`src/rtl/store_narrow_unit.sv`:
```
// store_narrow_unit
//   Store-path narrowing and merge unit. Accepts an sb/sh/sw request from the
//   CPU, truncates RegData to the requested width and writes it into a
//   word-wide, word-addressed data RAM. Narrow stores use read-modify-write;
//   word stores write directly. The core is stalled via Busy until Done.
//
// Ports:
//   CLK        in   system clock, rising edge
//   Reset      in   asynchronous active-low reset
//   StoreReq   in   store request, sampled only in IDLE
//   StoreWidth in   00 byte, 01 halfword, 10 word, 11 reserved
//   Addr       in   byte address of the store
//   RegData    in   register value to store
//   Busy       out  high whenever the FSM is not idle
//   Done       out  one-cycle completion pulse
//   AlignErr   out  one-cycle pulse for a rejected request
//   MemAddr    out  latched word address (Addr[ADDR_W-1:2])
//   MemRd      out  one-cycle RAM read strobe
//   MemRData   in   RAM read data, valid MEM_LAT cycles after MemRd
//   MemWr      out  one-cycle RAM write strobe
//   MemWData   out  merged write word, zero outside the write cycle

module store_narrow_unit #(
  parameter int unsigned MEM_LAT = 1,
  parameter int unsigned ADDR_W  = 32
) (
  input  logic              CLK,
  input  logic              Reset,
  input  logic              StoreReq,
  input  logic [1:0]        StoreWidth,
  input  logic [ADDR_W-1:0] Addr,
  input  logic [31:0]       RegData,
  output logic              Busy,
  output logic              Done,
  output logic              AlignErr,
  output logic [ADDR_W-3:0] MemAddr,
  output logic              MemRd,
  input  logic [31:0]       MemRData,
  output logic              MemWr,
  output logic [31:0]       MemWData
);

  localparam logic [2:0] LatCnt = 3'(MEM_LAT);

  typedef enum logic [2:0] {
    StIdle,
    StRead,
    StWait,
    StWrite,
    StDone,
    StErr
  } stateT;

  stateT stateQ, stateD;

  logic [1:0]        widthQ;
  logic [1:0]        offsetQ;
  logic [ADDR_W-3:0] wordAddrQ;
  logic [31:0]       regDataQ;
  logic [31:0]       rdWordQ;
  logic [2:0]        waitCntQ, waitCntD;

  logic              accept;
  logic              reqErr;
  logic              lastWait;
  logic [31:0]       merged;

  assign accept   = (stateQ == StIdle) && StoreReq;
  assign lastWait = (stateQ == StWait) && (waitCntQ == 3'd1);

  // Reserved width, or a halfword/word that is not naturally aligned.
  always_comb begin
    reqErr = 1'b0;
    case (StoreWidth)
      2'b00:   reqErr = 1'b0;
      2'b01:   reqErr = Addr[0];
      2'b10:   reqErr = (Addr[1:0] != 2'b00);
      default: reqErr = 1'b1;
    endcase
  end

  always_comb begin
    stateD   = stateQ;
    waitCntD = waitCntQ;
    case (stateQ)
      StIdle: begin
        if (StoreReq) begin
          if (reqErr) begin
            stateD = StErr;
          end else if (StoreWidth == 2'b10) begin
            stateD = StWrite;
          end else begin
            stateD = StRead;
          end
        end
      end
      StRead: begin
        stateD   = StWait;
        waitCntD = LatCnt;
      end
      StWait: begin
        if (waitCntQ == 3'd1) begin
          stateD = StWrite;
        end else begin
          waitCntD = waitCntQ - 3'd1;
        end
      end
      StWrite: stateD = StDone;
      StDone:  stateD = StIdle;
      StErr:   stateD = StIdle;
      default: stateD = StIdle;
    endcase
  end

  always_ff @(posedge CLK or negedge Reset) begin
    if (!Reset) begin
      stateQ    <= StIdle;
      waitCntQ  <= '0;
      widthQ    <= '0;
      offsetQ   <= '0;
      wordAddrQ <= '0;
      regDataQ  <= '0;
      rdWordQ   <= '0;
    end else begin
      stateQ   <= stateD;
      waitCntQ <= waitCntD;
      if (accept) begin
        widthQ    <= StoreWidth;
        offsetQ   <= Addr[1:0];
        wordAddrQ <= Addr[ADDR_W-1:2];
        regDataQ  <= RegData;
      end
      // RAM data is only valid in the final wait cycle.
      if (lastWait) begin
        rdWordQ <= MemRData;
      end
    end
  end

  // Little-endian lane replacement; untouched lanes pass through.
  always_comb begin
    merged = rdWordQ;
    case (widthQ)
      2'b00:   merged[{offsetQ, 3'b000} +: 8]       = regDataQ[7:0];
      2'b01:   merged[{offsetQ[1], 4'b0000} +: 16]  = regDataQ[15:0];
      2'b10:   merged                               = regDataQ;
      default: merged                               = rdWordQ;
    endcase
  end

  assign Busy     = (stateQ != StIdle);
  assign Done     = (stateQ == StDone);
  assign AlignErr = (stateQ == StErr);
  assign MemRd    = (stateQ == StRead);
  assign MemWr    = (stateQ == StWrite);
  assign MemAddr  = wordAddrQ;
  assign MemWData = (stateQ == StWrite) ? merged : 32'h0;

endmodule
```
`config.mk`:
```
export PLATFORM = sky130hd
export DESIGN_NAME = store_narrow_unit
export DESIGN_NICKNAME = d
export VERILOG_FILES = /design/src/rtl/store_narrow_unit.sv
export SDC_FILE = /design/constraint.sdc
export NUM_CORES = 1
export LEC_CHECK = 0
export CAP_MARGIN = 20
export CORE_ASPECT_RATIO = 1.25
export CORE_MARGIN = 1.5
export CORE_UTILIZATION = 37
export DETAILED_ROUTE_END_ITERATION = 16
export PLACE_DENSITY = 0.73
export SLEW_MARGIN = 30
export SYNTH_ARGS = -nofsm -noshare
export SYNTH_HDL_FRONTEND = slang
export SYNTH_SLANG_ARGS = --single-unit
```
`constraint.sdc`:
```
create_clock -name CLK -period 3.4 [get_ports CLK]
set_input_delay 0.68 -clock CLK [delete_from_list [all_inputs] [get_ports CLK]]
set_output_delay 0.68 -clock CLK [all_outputs]
set_load 0.02 [all_outputs]
```
==> impl_summary.log <==
INFO  metric hold_path.class = primary input to async pin
INFO  metric finalNetCount = 681
INFO  metric grt_setup_unrepaired = false
INFO  metric drv.max_cap_violation_count = 0
INFO  metric cts_max_path_buffers = 2
INFO  metric final_util = 54.97%
INFO  metric r2r.worst_path.cells = 5
INFO  metric cts_sinks = 104
INFO  metric yosys.area_share.simple = 7.717%
INFO  metric grt_start_max_net_pins = 61
INFO  metric post_synthesis_xor_xnor_area_fraction = 0%
INFO  metric fmax = 313.1 MHz
INFO  metric largest_family_of_logic_cells_by_synthesized_area = multiplexers
INFO  metric library_cell_occupying_the_most_area_in_the_post_synthesis_netlist = dfrtp_1
INFO  metric cp-end-kind = primary output
INFO  metric fillers = 1139
INFO  metric worst-r2r-setup-slack = 1.35 ns
INFO  metric port-buffer-count = 167
INFO  metric postLayoutCellArea = 7273 um^2
INFO  metric groute.usage.overall = 19.85%
INFO  metric yosys_synthesis_warning_count = 0
INFO  metric yosysSeqAreaShare = 51.95%
INFO  metric power.clock.fraction = 15.7%
INFO  metric number_of_global_route_vias_before_repair = 4084
INFO  metric clk_root_buffer_cell = clkbuf_16
INFO  metric number_of_h_tree_branching_levels = 3
INFO  metric die_width = 107.1 um
INFO  metric dpl_worst_slack = 0.2930 ns
INFO  metric finalCritPeriodShare = 93.93%
INFO  metric synth.cell_area = 5010 um^2
INFO  metric intPower = 0.004209 W
INFO  metric detail_route.wirelength = 13940 um
INFO  metric dominantRegCellSynth = dfrtp_1
INFO  metric initial_utilization = 37.86%
INFO  metric multi_input_comb_area = 2287 um^2
INFO  metric slew_headroom = 50.96%
INFO  metric ys_types = 39
INFO  metric total_switching_power = 0.002528 W
INFO  metric cts.clk_slew.worst_paths = 0.07 ns
INFO  metric power.share.switching = 37.52%
INFO  metric tns = 0 ns
INFO  metric drt.antenna.violating_nets = 0
INFO  metric worst_ep_required_time = 2.72 ns
INFO  metric worst-setup-path-type = flip-flop to primary output
INFO  metric setup_viol = 0
INFO  metric globalplace.congestion = 0.8313
INFO  metric ys_ff_latch = 104
INFO  metric remaining_drc_errors = 0
INFO  metric remaining_global_route_overflow = 0
INFO  metric cts_hold_buf = 0
INFO  metric numCtsBuffers = 9
INFO  metric worst_setup_path_start_kind = flip-flop
INFO  metric placed_area = 6944 um^2
INFO  metric post_synth_main_area_contributors = dfrtp_1, mux2_2, nand2_1
INFO  metric drt_pre_antenna_iters = 4
INFO  metric top_level_ports = 168
INFO  metric die_h = 133.1 um
INFO  metric power.static_leakage = 3.191 nW
INFO  metric crit_fanout = 8
INFO  metric antenna_cells_inserted = 0
INFO  metric die_area = 14250 um^2
INFO  metric rows = 47
INFO  metric dpl.hpwl = 10230 um
INFO  metric wl_per_cell = 18.61 um
INFO  metric share_of_cell_area_taken_by_muxes_after_synthesis = 24.25%
INFO  metric final_number_of_hold_violating_endpoints = 0
INFO  metric relative_contribution_of_combinational_cells_to_total_power = 48.3%
INFO  metric power.density_cell_area = 926.2 nW/um^2
INFO  metric drtIter0Drc = 154
INFO  metric outcome = completed
INFO  metric worst-endpoint-arrival = 2.51 ns
INFO  metric synth_adder_area_share = 1.748%
INFO  metric fin_worst_skew = 0.007034 ns
INFO  metric transition_at_the_pin_with_the_smallest_max_transition_slack = 0.7356 ns
INFO  metric highest_count_cells_in_the_layout_ignoring_fill_and_taps = clkdlybuf4s50_1, mux2_2, dfrtp_1, nand2_1
INFO  metric count_of_flip_flops_with_a_built_in_enable_after_synthesis = 0
INFO  metric tritoncts_clock_tree = built
INFO  metric synth-compound-area-share = 11.66%
INFO  metric synth_async_sr_flop_share = 100.0%
INFO  metric clock_insertion_delay_worst_skew = 0.34 ns
INFO  metric synth_cells = 400
INFO  metric syn_to_final_growth = 45.18%
INFO  metric layout.cells.most_common = clkdlybuf4s50_1
INFO  metric placeable_area = 13230 um^2
INFO  metric post-route-min-period = 3.194 ns
INFO  metric drive_above_1_share = 27.34%
INFO  metric detail_route.vias_per_cell = 5.230
INFO  metric syn_avg_cell_area = 12.52 um^2
INFO  metric synthesis.nets = 508
INFO  metric final_max_slew_viol_count = 0
INFO  metric first_pass_grt_wire_length = 21710 um
INFO  metric number_of_vias_in_the_routed_layout = 3917
INFO  metric post-route-worst-setup-slack = 0.2065 ns
INFO  metric antenna_found_initial = 0
INFO  metric synth_top_cell_area_share = 51.95%
INFO  metric seqCellArea = 2603 um^2
INFO  metric worst_ir_drop_vdd = 0.0004037 V
INFO  metric sequentialPowerShare = 36.0%
==> cell families (layout without fill, tap and decap cells) <==
family                   count (synthesis)  count (layout)
AO/OA/AOI/OAI                           78              78
adder cells (fa/ha/maj)                  7               7
buffers and inverters                   30             208
flip-flops                             104             104
multiplexers                           108             108
AND/OR/NAND/NOR                         73              73
==> registers in the layout (all words and copies together), names as in the netlist <==
register and count:
regDataQ 32, rdWordQ 32, offsetQ 2, MemAddr 30
widthQ 2, waitCntQ 3, stateQ 3
==> per-stage QoR <==
stage	total power, W	std cells	hold WS (ns)
after global routing	0.007158	749	0.4409
after CTS	0.006793	747	0.4215
after floorplan	0.004409	400	0.3844
after global placement	0.005627	731	0.4880
final	0.006737	749	0.3852
after detailed placement	0.005735	731	0.4947
==> worst paths after layout <==
check,startpoint,end
worst max-delay path,offsetQ[1],MemWData[7]
worst min-delay path,Reset,regDataQ[24]
worst max register to register,stateQ[0],regDataQ[15]
worst min register to register,MemAddr[29],MemAddr[29]
max in group asynchronous,Reset,MemAddr[12]
min in group CLK,MemAddr[29],MemAddr[29]
==> critical path, stage by stage (launching register included) <==
cell and delay, ns:
dfrtp_1 0.39, inv_1 0.13, ha_1 0.31, nor3b_1 0.24, o311a_1 0.19, buf_4 0.15
a22o_1 0.15, clkdlybuf4s50_1 0.61
==> cell usage after synthesis (all sizes together), types with 4 or more instances <==
library cell and n:
inv 7, dfrtp 104, a221oi 6, a22o 9
clkbuf 4, ha 7, mux2 107, nor2 5
a21oi 15, or3 4, o21ai 4, nand2b 6
a22oi 17, a31o 6, buf 19, nor3 5
o2bb2ai 8, nand2 37
==> cell type report <==
| type | instances | share of cell area, % |
|---|---|---|
| multi-input cells | 266 | 31.45 |
| inverters | 7 | 0.3613 |
| clock inverters | 7 | 1.067 |
| well taps | 171 | 2.942 |
| flip-flops and latches | 104 | 35.78 |
| clock buffers | 9 | 3.097 |
| repair buffers | 185 | 25.31 |
==> power by group through the flow <==
stage               clock network, W  logic, W  registers (W)
floorplan                          0   0.00197        0.00244
global placement                   0   0.00320        0.00242
detailed placement                 0   0.00329        0.00244
CTS                          0.00108   0.00328        0.00243
global route                 0.00114   0.00350        0.00251
finish                       0.00105   0.00325        0.00243
==> metal layers <==
layer / routed length, um / global-route usage, %
met1: 5704 / 23.92
met2: 7155 / 34.32
met3: 795 / 5.235
met4: 284 / 6.296
met5: 0 / 0
==> repair_timing <==
item,in CTS,in global routing
endpoints found under the setup margin,13,19
buffers inserted,0,2
pin swaps,0,1
gates resized for setup,13,11
No activity file was read; power rests on OpenSTA's default activity.
